`config.mk`:
```
export PLATFORM = sky130hd
export DESIGN_NAME = seg_scan_driver
export DESIGN_NICKNAME = d
export VERILOG_FILES = /design/src/rtl/seg_pkg.sv /design/src/rtl/hex_to_seg7.sv /design/src/rtl/seg_scan_driver.sv
export SDC_FILE = /design/constraint.sdc
export NUM_CORES = 1
export LEC_CHECK = 0
export CORE_MARGIN = 4
export CORE_UTILIZATION = 45
export DETAILED_ROUTE_END_ITERATION = 8
export GPL_TIMING_DRIVEN = 0
export PLACE_DENSITY = 0.66
export SETUP_SLACK_MARGIN = 0.1
export SYNTH_ARGS = -nofsm -noshare
export SYNTH_HDL_FRONTEND = slang
export SYNTH_SLANG_ARGS = --single-unit
```
`constraint.sdc`:
```
create_clock -name clk -period 4.9 [get_ports clk]
set_input_delay 1.47 -clock clk [delete_from_list [all_inputs] [get_ports clk]]
set_output_delay 1.47 -clock clk [all_outputs]
set_load 0.03 [all_outputs]
```
`src/rtl/seg_pkg.sv`:
```
// seg_pkg: shared constants for the 7-segment scan driver (font, blank pattern, segment bit order, width helper)
package seg_pkg;
  localparam logic [6:0] SEG_BLANK = 7'h7F;
  localparam int SEG_A = 0;
  localparam int SEG_B = 1;
  localparam int SEG_C = 2;
  localparam int SEG_D = 3;
  localparam int SEG_E = 4;
  localparam int SEG_F = 5;
  localparam int SEG_G = 6;
  localparam logic [6:0] SEG_FONT [16] = '{
    7'h40, 7'h79, 7'h24, 7'h30, 7'h19, 7'h12, 7'h02, 7'h78,
    7'h00, 7'h10, 7'h08, 7'h03, 7'h46, 7'h21, 7'h06, 7'h0E
  };
  function automatic int seg_clog2(input int v);
    return (v < 2) ? 1 : $clog2(v);
  endfunction
endpackage

```
`src/rtl/hex_to_seg7.sv`:
```
// hex_to_seg7: nibble to active-low g..a segment pattern from the shared font
module hex_to_seg7
  import seg_pkg::*;
(
  input  logic [3:0] nib,
  output logic [6:0] seg
);
  // copy the font row into the cathode bit order a..g
  always_comb begin
    seg = SEG_BLANK;
    for (int s = SEG_A; s <= SEG_G; s++) seg[s] = SEG_FONT[nib][s];
  end
endmodule

```
`src/rtl/seg_scan_driver.sv`:
```
// seg_scan_driver: time-multiplexed 7-segment driver with frame-aligned commit; optional SEG_DIM_EN adds bright[2:0] duty dimming
module seg_scan_driver
  import seg_pkg::*;
#(
  parameter int DIGITS      = 8,
  parameter int REFRESH_DIV = 100000
) (
  input  logic                  clk,
  input  logic                  rst_n,
  input  logic [4*DIGITS-1:0]   data_in,
  input  logic [DIGITS-1:0]     dp_in,
  input  logic [DIGITS-1:0]     blank_in,
  input  logic                  load,
  input  logic                  lzs,
`ifdef SEG_DIM_EN
  input  logic [2:0]            bright,
`endif
  output logic [6:0]            hex,
  output logic                  dp,
  output logic [DIGITS-1:0]     AN,
  output logic                  frame_done
);
  localparam int IW = seg_clog2(DIGITS);
  localparam int PW = seg_clog2(REFRESH_DIV);

  logic [PW-1:0]         presc_q, presc_d;
  logic [IW-1:0]         idx_q, idx_d;
  logic                  fd_q, fd_d;
  logic [4*DIGITS-1:0]   pend_data_q, pend_data_d, sh_data_q, sh_data_d;
  logic [DIGITS-1:0]     pend_dp_q, pend_dp_d, sh_dp_q, sh_dp_d;
  logic [DIGITS-1:0]     pend_blank_q, pend_blank_d, sh_blank_q, sh_blank_d;
  logic                  pend_valid_q, pend_valid_d, sh_valid_q, sh_valid_d;
  logic [6:0]            hex_q, hex_d;
  logic                  dp_q, dp_d;
  logic [DIGITS-1:0]     an_q, an_d;
  logic                  tick, wrap;
  logic [3:0]            nib;
  logic [6:0]            font_seg;
  logic [DIGITS-1:0]     supp;
  logic                  run, dark, on;

  assign tick = presc_q == PW'(REFRESH_DIV - 1);
  assign wrap = tick && idx_q == IW'(DIGITS - 1);
  assign nib  = sh_data_q[{idx_q, 2'b00} +: 4];

  hex_to_seg7 u_font (.nib(nib), .seg(font_seg));

  // scan counters plus pending/shadow handoff; a load coinciding with a wrap goes straight to shadow
  always_comb begin
    presc_d      = tick ? '0 : presc_q + 1'b1;
    idx_d        = wrap ? '0 : tick ? idx_q + 1'b1 : idx_q;
    fd_d         = wrap;
    pend_data_d  = load ? data_in  : pend_data_q;
    pend_dp_d    = load ? dp_in    : pend_dp_q;
    pend_blank_d = load ? blank_in : pend_blank_q;
    pend_valid_d = !wrap && (load || pend_valid_q);
    sh_data_d    = (wrap && load) ? data_in  : (wrap && pend_valid_q) ? pend_data_q  : sh_data_q;
    sh_dp_d      = (wrap && load) ? dp_in    : (wrap && pend_valid_q) ? pend_dp_q    : sh_dp_q;
    sh_blank_d   = (wrap && load) ? blank_in : (wrap && pend_valid_q) ? pend_blank_q : sh_blank_q;
    sh_valid_d   = sh_valid_q || (wrap && (load || pend_valid_q));
  end

  // output pattern for the selected digit: leading-zero run from the top, blanking, dimming window
  always_comb begin
    run  = 1'b1;
    supp = '0;
    for (int i = DIGITS - 1; i > 0; i--) begin
      run     = run && sh_data_q[4*i +: 4] == 4'h0 && !sh_dp_q[i];
      supp[i] = run;
    end
    dark = sh_blank_q[idx_q] || (lzs && supp[idx_q]);
`ifdef SEG_DIM_EN
    on   = int'(presc_q) * 8 < (int'(bright) + 1) * REFRESH_DIV;
`else
    on   = 1'b1;
`endif
    an_d  = (sh_valid_q && on) ? ~(DIGITS'(1) << idx_q) : '1;
    hex_d = (sh_valid_q && !dark) ? font_seg : SEG_BLANK;
    dp_d  = !(sh_valid_q && !dark && sh_dp_q[idx_q]);
  end

  // all state, cleared asynchronously so the display goes dark at once
  always_ff @(posedge clk or negedge rst_n) begin
    if (!rst_n) begin
      presc_q      <= '0;
      idx_q        <= '0;
      fd_q         <= 1'b0;
      pend_data_q  <= '0;
      pend_dp_q    <= '0;
      pend_blank_q <= '0;
      pend_valid_q <= 1'b0;
      sh_data_q    <= '0;
      sh_dp_q      <= '0;
      sh_blank_q   <= '0;
      sh_valid_q   <= 1'b0;
      hex_q        <= SEG_BLANK;
      dp_q         <= 1'b1;
      an_q         <= '1;
    end else begin
      presc_q      <= presc_d;
      idx_q        <= idx_d;
      fd_q         <= fd_d;
      pend_data_q  <= pend_data_d;
      pend_dp_q    <= pend_dp_d;
      pend_blank_q <= pend_blank_d;
      pend_valid_q <= pend_valid_d;
      sh_data_q    <= sh_data_d;
      sh_dp_q      <= sh_dp_d;
      sh_blank_q   <= sh_blank_d;
      sh_valid_q   <= sh_valid_d;
      hex_q        <= hex_d;
      dp_q         <= dp_d;
      an_q         <= an_d;
    end
  end

  assign hex        = hex_q;
  assign dp         = dp_q;
  assign AN         = an_q;
  assign frame_done = fd_q;
endmodule

```
# ---- Word-level counts from Yosys, hierarchy flattened
# Memories as Yosys holds them, arrays and structs flattened.
# Index checks and enable logic that the tools add are counted.
dict set report totals {
  reg_bits 135
  mem_bits_ro 112
  n_memories 1
}
dict set report classes {
  addsub 2
  order_cmp 2
  eq_ne 2
  n_shift 2
  n_mux 19
  n_bitwise 2
  reduce_logical 43
}
# memory depth word_bits rd rd_clocked_by_memory_dff write_ports line_no
set memory_table {}
lappend memory_table {{(name not given)} 16 7 1 0 0 hex_to_seg7.sv:11} ;# for (int s = SEG_A; s <= SEG_G; s++) seg[s] = SEG_FONT[nib][s];
# op count
set op_table {}
lappend op_table {{32-bit 2-to-1 mux} 2}
lappend op_table {{8-bit 2-to-1 mux} 5}
lappend op_table {{32-bit by 6-bit indexed part select with 4-bit output} 1}
lappend op_table {{4-bit logical NOT} 7}
lappend op_table {{1-bit logical AND} 21}
lappend op_table {{7-bit 2-to-1 mux} 3}
lappend op_table {{17-bit by 1-bit adder with 17-bit output, second input constant} 1}
lappend op_table {{17-bit equality test, second input constant} 1}
lappend op_table {{17-bit 2-to-1 mux} 1}
lappend op_table {{1-bit logical NOT} 10}
lappend op_table {{1-bit binary-select mux with 3-bit select} 3}
lappend op_table {{8-bit NOT} 1}
lappend op_table {{1-bit by 3-bit left shift with 8-bit output, first input constant} 1}
lappend op_table {{3-bit 2-to-1 mux} 2}
lappend op_table {{5-bit greater-or-equal comparator, second input constant} 1}
lappend op_table {{4-bit NOT with 5-bit output} 1}
lappend op_table {{3-bit by 4-bit less-than comparator with 1-bit output, second input constant} 1}
lappend op_table {{2-bit nonzero test} 2}
lappend op_table {{3-bit by 1-bit adder with 3-bit output, second input constant} 1}
lappend op_table {{3-bit equality test, second input constant} 1}
lappend op_table {{1-bit logical OR} 3}
lappend op_table {{1-bit 2-to-1 mux} 3}

# ---- Longest topological paths before layout
# Gate-level depths: netlist (run 1).
dict set report depth {
  ltp_word 22
  mapped_depth 10
}

# ---- By module
# Synthesis (run 1) repeated with hierarchy kept, for this count alone.
dict set report hier_totals {
  hier_cells 541
  hier_area_um2 6095.8
}
# module instances cells_per_inst area_each_um2
set by_module_without_submodules {}
lappend by_module_without_submodules {seg_scan_driver 1 508 5823.1}
lappend by_module_without_submodules {hex_to_seg7 1 33 272.8}

# ---- Worst setup path after synthesis (run 1)
# OpenSTA, ideal clock, no wires.
dict set report synth_timing {
  kind {input-to-reg}
  start {in load}
  end {reg sh_data_q[26]}
  t_arrival_ns 2.734
  t_required_ns 4.775
  path_slack_ns 2.041
  cell_stages 5
  n_path_buf 2
  path_cell_list {clkbuf_1 > nor2_1 > nor4b_4 > buf_2 > mux2_2}
}
dict set report synth_via {
  elab_chain_len 2
  word_cells_on_any_way 3
  cone_classes {mux: 1; reduce/logical: 2}
}
# element line_no
set synth_rtl {}
lappend synth_rtl {{start: declaration} seg_scan_driver.sv:13} ;# input logic load,
lappend synth_rtl {{1-bit logical AND *} seg_scan_driver.sv:57} ;# sh_data_d = (wrap && load) ? data_in : (wrap && pend_valid_q) ? pend_data_q : sh_data_q;
lappend synth_rtl {{32-bit 2-to-1 mux or 2-bit nonzero test (tied branches)} --}
lappend synth_rtl {{end signal: assignment} seg_scan_driver.sv:107} ;# sh_data_q <= sh_data_d;
lappend synth_rtl {{end: declaration} seg_scan_driver.sv:29} ;# logic [4*DIGITS-1:0] pend_data_q, pend_data_d, sh_data_q, sh_data_d;
# Every way passes the cells marked *; elsewhere a longest branch is shown, timed or not.
# A chain may end at the register's enable or synchronous reset.

# ---- Worst setup path after layout (run 1)
dict set report layout_timing {
  start {reg an_q[1] (netlist: AN[1])}
  end {out AN[1]}
}
# element line_no
set layout_lines {}
lappend layout_lines {{start: declaration} seg_scan_driver.sv:35} ;# logic [DIGITS-1:0] an_q, an_d;
lappend layout_lines {{start signal: assignment} seg_scan_driver.sv:113} ;# an_q <= an_d;
lappend layout_lines {{end: declaration} seg_scan_driver.sv:20} ;# output logic [DIGITS-1:0] AN,
# No word-level cell between the ends.

==> summary.md, run 1 <==
| Metric | Value |
|---|---|
| Status | completed |
| Diode count | 0 |
| Fmax | 326 MHz |
| Placed cell area | 0.00686 mm2 |
| Setup TNS | 0 ps |
| Commonest cells post-synth | 119 x dfrtp_1, 89 x mux2_2, 25 x nand2_1 |
| Critical path's top delay family | buffers and inverters |
| Tcrit/Tclk final | 62.6% |
| Ranking of synthesized cells by area | dfrtp_1 50%, mux2_2 17%, dfstp_2 7.1% |
| Die width | 123 um |
| Die H | 123 um |
| Nets@finish | 586 |
| Routed Wire Length | 12.0 mm |
| I/O pins | 69 |
| Pwr per Cell Area | 360 mW/mm2 |
| Initial DRC count | 169 |
| Slew @ Worst Pin | 607 ps |
| Largest net degree at the start of global routing | 95 |
| Post-synthesis register bit count | 135 |
| First-pass GRT wire length | 20.0 mm |
| DR DRC count | 0 |
| Flop2flop setup slack | 2060 ps |
| Setup violators final | 0 |
| Hold_buf cts | 0 |
| Sequential share of power | 43.0% |
| DR pass1 iterations | 4 |
| Sequential element share of the synthesized area | 57.1% |
| Setup crit end kind | output port |
| Worst min-delay path class | register to register |
| PortBufs | 67 |
| Clock network power share | 52.0% |
| Int Pwr | 2.17 mW |
| Critical Path RT | 3430 ps |
| Post-DRT Antenna Nets | 0 |
| Vias per cell | 5.22 |
| Classification of the worst setup path | register to output port |
| CTS Buffer Depth | 2 |
| Clock Sinks | 135 |
| Critical path launch point type | register |
| Full die area | 0.0151 mm2 |
| Max-slew violations | 0 |
| Core Area | 0.0128 mm2 |
| Critical path's slowest cell | clkdlybuf4s50_1 |
| Site row count | 41 |
| Max incr delay on CP | 670 ps |
| GR Util All Layers | 17.5% |
| Post-Syn Instances | 434 |
| Post-CTS Repair Setup Buffers | 0 |
| Vias in the first global route | 3962 |
| Worst skew pair latency | 420 ps |
| Congestion Overflow GR | 0 |
| Clock Skews | 8.91 ps |
| Most used DFF post-synth | dfrtp_1 |
| Leakage | 3.34 nW |
| Final min period | 3070 ps |
| Initial antenna violation count | 0 |
| Finished Cell Area | 0.00753 mm2 |
| TritonCTS Buffers | 17 |
| Async SR Flop Fraction | 100% |
| Most frequent cell after synthesis | dfrtp_1 |
| Unrepaired setup endpoints after global routing | false |
| CTS clk-pin slew, worst paths | 60 ps |
| CP Cell Sequence | clkdlybuf4s50_1 |
| Clk root buf | clkbuf_16 |
| Vias | 3683 |
| Yosys top cell area share | 50.1% |
| Ys Warns | 0 |
| Htree depth | 4 |
| Filler cells | 1024 |
| Final hold vios | 0 |
| Cell variety after synth | 53 |
| CTS tree | yes |
| Area of the multi-input gates | 0.00239 mm2 |
| Drt wl/cell | 17.0 um |
| WP buf/inv | 1 |
| Syn Nets | 499 |
| Maxcap violations | 0 |
| Reg area | 0.00340 mm2 |
| Detailed placement HPWL | 8.58 mm |
| Worst vdd ir | 0.214 mV |
| Synthesized area | 0.00595 mm2 |
| Gp weighted congestion | 0.827 |
| Syn avg cell area | 13.7 um2 |
| Layout cells sized above 1 | 29.4% |
| Critical path fanouts, max | 1 |
| Slew margin rel. | 59.6% |
| Post-synth EDFFs | 0 |
| Net switching power | 0.534 mW |
| Yosys top cell by area | dfrtp_1 |
| Logic pwr share | 4.9% |
| P&R area growth vs syn | 26.6% |
| Switching portion of total power | 19.7% |
| Starting Density | 46.6% |
| Number of instances resized during post-cts repair | 0 |
| Worst EP arrival | 1600 ps |
cell families (layout without fill, tap and decap cells):
| family | Yosys count | in the layout | share of synthesized area, % |
|---|---|---|---|
| multiplexers | 111 | 111 | 23.1 |
| XOR/XNOR | 13 | 13 | 1.91 |
| adder cells (fa/ha/maj) | 13 | 13 | 2.73 |
| buffers and inverters | 32 | 132 | 2.65 |
| flip-flops | 135 | 135 | 57.1 |
| AND/OR/NAND/NOR | 94 | 94 | 8.39 |
| AO/OA/AOI/OAI | 36 | 36 | 4.04 |
state kept, by name, indices dropped and copies added (netlist names), 3 cells and up:
register and cells:
presc_q 17, sh_blank_q 8, sh_dp_q 8, hex 7, idx_q 3, AN 8
pend_blank_q 8, pend_data_q 32, pend_dp_q 8, sh_data_q 32
cell usage in the layout (no fill, tap or decap), drive strengths merged, types with 4 or more instances in the layout:
master | netlist | final
dfrtp | 119 | 119
nor4 | 4 | 4
clkdlybuf4s50 | 0 | 66
a21oi | 5 | 5
clkbuf | 9 | 30
mux4 | 10 | 10
xnor2 | 8 | 8
ha | 13 | 13
dfstp | 16 | 16
nor2 | 18 | 18
nand3 | 15 | 15
nand2 | 25 | 25
mux2 | 91 | 91
bufinv | 0 | 5
xor2 | 5 | 5
o22ai | 4 | 4
nand4 | 4 | 4
inv | 12 | 13
nor2b | 5 | 5
buf | 10 | 12
mux2i | 10 | 10
o21ai | 10 | 10
area by class of cell:
class                   count  share of cell area (%)
plain buffers              19                    1.45
clock buffers              21                    6.25
clock inverters            11                    2.59
inverters                  13                   0.648
multi-input cells         267                    31.8
flip-flops and latches    135                    45.1
well taps                 172                    2.86
repair buffers             68                    9.29
worst paths after layout:
| path | startpoint | to | cells after the start |
|---|---|---|---|
| max | AN[1] | AN[1] | 1 |
| min | sh_blank_q[5] | sh_blank_q[5] | 1 |
| max reg2reg | idx_q[1] | hex[0] | 9 |
| min reg2reg | sh_blank_q[5] | sh_blank_q[5] | 1 |
| max in group asynchronous | rst_n | AN[6] | 2 |
| min in group asynchronous | rst_n | pend_blank_q[1] | 1 |
stage by stage:
step / power [mW] / instances / setup WS (ps) / util (%) / hold slack (ps)
5_1_grt: 2.81 / 706 / 1780 / 58.9 / 505
2_1_floorplan: 1.24 / 434 / 2040 / - / 449
6_report: 2.71 / 706 / 1830 / 58.9 / 486
3_5_place_dp: 1.32 / 674 / 1510 / 53.7 / 476
4_1_cts: 2.74 / 706 / 1810 / 58.9 / 490
3_3_place_gp: 1.32 / 673 / -2730 / 53.5 / 465
layer usage:
metal,routed length [um],GRT usage [%]
met1,5440,23.4
met2,5740,27.3
met3,551,4.53
met4,269,7.40
met5,0,0
power groups by stage:
stage	Combinational, mW	Clock [mW]	Sequential, mW
after CTS	0.138	1.44	1.17
after global placement	0.131	0	1.18
final	0.134	1.41	1.17
after detailed placement	0.137	0	1.18
after floorplan	0.0564	0	1.18
after global routing	0.149	1.49	1.17
Power figures use the tool's default switching activity.
==> run 2, diff against run 1 <==
Clock period 4.9 ns to 3.1 ns, I/O delays scaled along.
==> summary.md, run 2 (same netlist as run 1, synthesis figures left out) <==
| Metric | Value |
|---|---|
| Flop2flop setup slack | 340 ps |
| Critical Path RT | 3430 ps |
| Most frequent cells in the layout | 119 x dfrtp_1, 89 x mux2_2, 66 x clkdlybuf4s50_1, 25 x nand2_1, 18 x nor2_1 |
| Clk root buf | clkbuf_16 |
| Max-slew violations | 0 |
| Max incr delay on CP | 380 ps |
| Diode count | 0 |
| Worst vdd ir | 0.335 mV |
| Nets@finish | 586 |
| Core Area | 0.0128 mm2 |
| Total power | 4.28 mW |
| Full die area | 0.0151 mm2 |
| DR DRC count | 0 |
| Leakage | 3.34 nW |
| Maxcap violations | 0 |
| Starting Density | 46.6% |
| PortBufs | 67 |
| Largest net degree at the start of global routing | 95 |
| Most common cell after layout, fill and taps aside | dfrtp_1 |
| Vias per cell | 5.21 |
| Setup TNS | 0 ps |
| CP Cell Sequence | clkbuf_1 -> buf_2 -> mux4_2 -> nand2_1 -> and2_1 -> inv_1 -> ha_1 -> or3b_1 -> o31ai_1 -> o21ai_1 |
| Critical path's slowest cell | dfrtp_1 |
| Pwr per Cell Area | 568 mW/mm2 |
| Htree depth | 4 |
| Initial antenna violation count | 0 |
| Worst EP arrival | 3090 ps |
| Fmax | 362 MHz |
| Hold_buf cts | 0 |
| Final hold vios | 0 |
| Clock Skews | 13.1 ps |
| Clock Sinks | 135 |
| Post-DRT Antenna Nets | 0 |
| Setup violators final | 0 |
| Setup crit end kind | register |
| Status | completed |
| Unrepaired setup endpoints after global routing | false |
| Filler cells | 1026 |
| Tcrit/Tclk final | 89.2% |
| Worst min-delay path class | primary input to asynchronous set/reset pin |
| Die width | 123 um |
| Congestion Overflow GR | 0 |
| CTS tree | yes |
| Critical path fanouts, max | 10 |
| Vias | 3681 |
| Final min period | 2760 ps |
| Routed Wire Length | 12.0 mm |
| Worst skew pair latency | 420 ps |
| Initial DRC count | 199 |
| Slew margin rel. | 59.5% |
| First-pass GRT wire length | 20.0 mm |
| Layout cells sized above 1 | 29.6% |
| Classification of the worst setup path | register to register |
| Die H | 123 um |
| TritonCTS Buffers | 17 |
| Site row count | 41 |
| CTS clk-pin slew, worst paths | 60 ps |
| Critical path launch point type | register |
| Drt wl/cell | 17.0 um |
| Top flop regs | pend_data_q: 32 flops, sh_data_q: 32 flops, presc_q: 17 flops |
| GR Util All Layers | 17.5% |
| DR pass1 iterations | 5 |
| Vias in the first global route | 3962 |
| Slew @ Worst Pin | 608 ps |
| Gp weighted congestion | 0.827 |
| Detailed placement HPWL | 8.58 mm |
| I/O pins | 69 |
| CTS Buffer Depth | 2 |
| P&R area growth vs syn | 26.6% |
run 2: what timing repair did:
action                     CTS  global route
setup endpoints to repair    0             2
resized for setup            0             1
setup buffers                0             0
run 2: final timing paths:
kind	start	endpoint	cells after the start
setup / recovery	idx_q[1]	hex[0]	10
hold / removal	rst_n	pend_blank_q[1]	1
setup reg to reg	idx_q[1]	hex[0]	10
hold reg to reg	sh_blank_q[5]	sh_blank_q[5]	1
max in group asynchronous	rst_n	AN[6]	2
min in group clk	sh_blank_q[5]	sh_blank_q[5]	1
run 2: layout make-up:
class | count | area (um2) | area share [%]
Buffer | 19 | 109 | 1.45
Clock buffer | 21 | 470 | 6.25
Clock inverter | 11 | 195 | 2.59
Inverter | 13 | 48.8 | 0.648
Multi-Input combinational cell | 267 | 2400 | 31.8
Sequential cell | 135 | 3400 | 45.1
Tap cell | 172 | 215 | 2.86
Timing Repair Buffer | 68 | 699 | 9.29
run 2: worst max-delay path, delay by kind of cell, from the launching register on:
family          cells  cell delay (ps)
buf+inv             3              800
mux                 1              370
compound gates      2              180
flops               1              380
fa+ha+maj           1              260
simple gates        3              680
run 2: where the power goes:
group	internal (mW)	total, mW	switching (mW)
sequential	1.83	1.84	0.0157
clock	1.49	2.23	0.733
combinational	0.119	0.212	0.0926
total	3.44	4.28	0.842
run 2: through the flow:
step	hold slack, ps	worst slack, ps	cell area (um2)	util [%]	std cells
floorplan	449	693	5950	-	434
global placement	465	-3990	6830	53.5	673
detailed placement	476	252	6860	53.7	674
CTS	417	267	7530	58.9	706
global route	436	119	7530	59.0	706
finish	414	335	7530	59.0	706
run 2: per-layer routing:
layer | vias up | GRT usage (%) | wire length [um]
li1 | 1738 | - | -
met1 | 1836 | 23.4 | 5400
met2 | 89 | 27.3 | 5780
met3 | 18 | 4.53 | 581
met4 | 0 | 7.40 | 257
met5 | - | 0 | 0
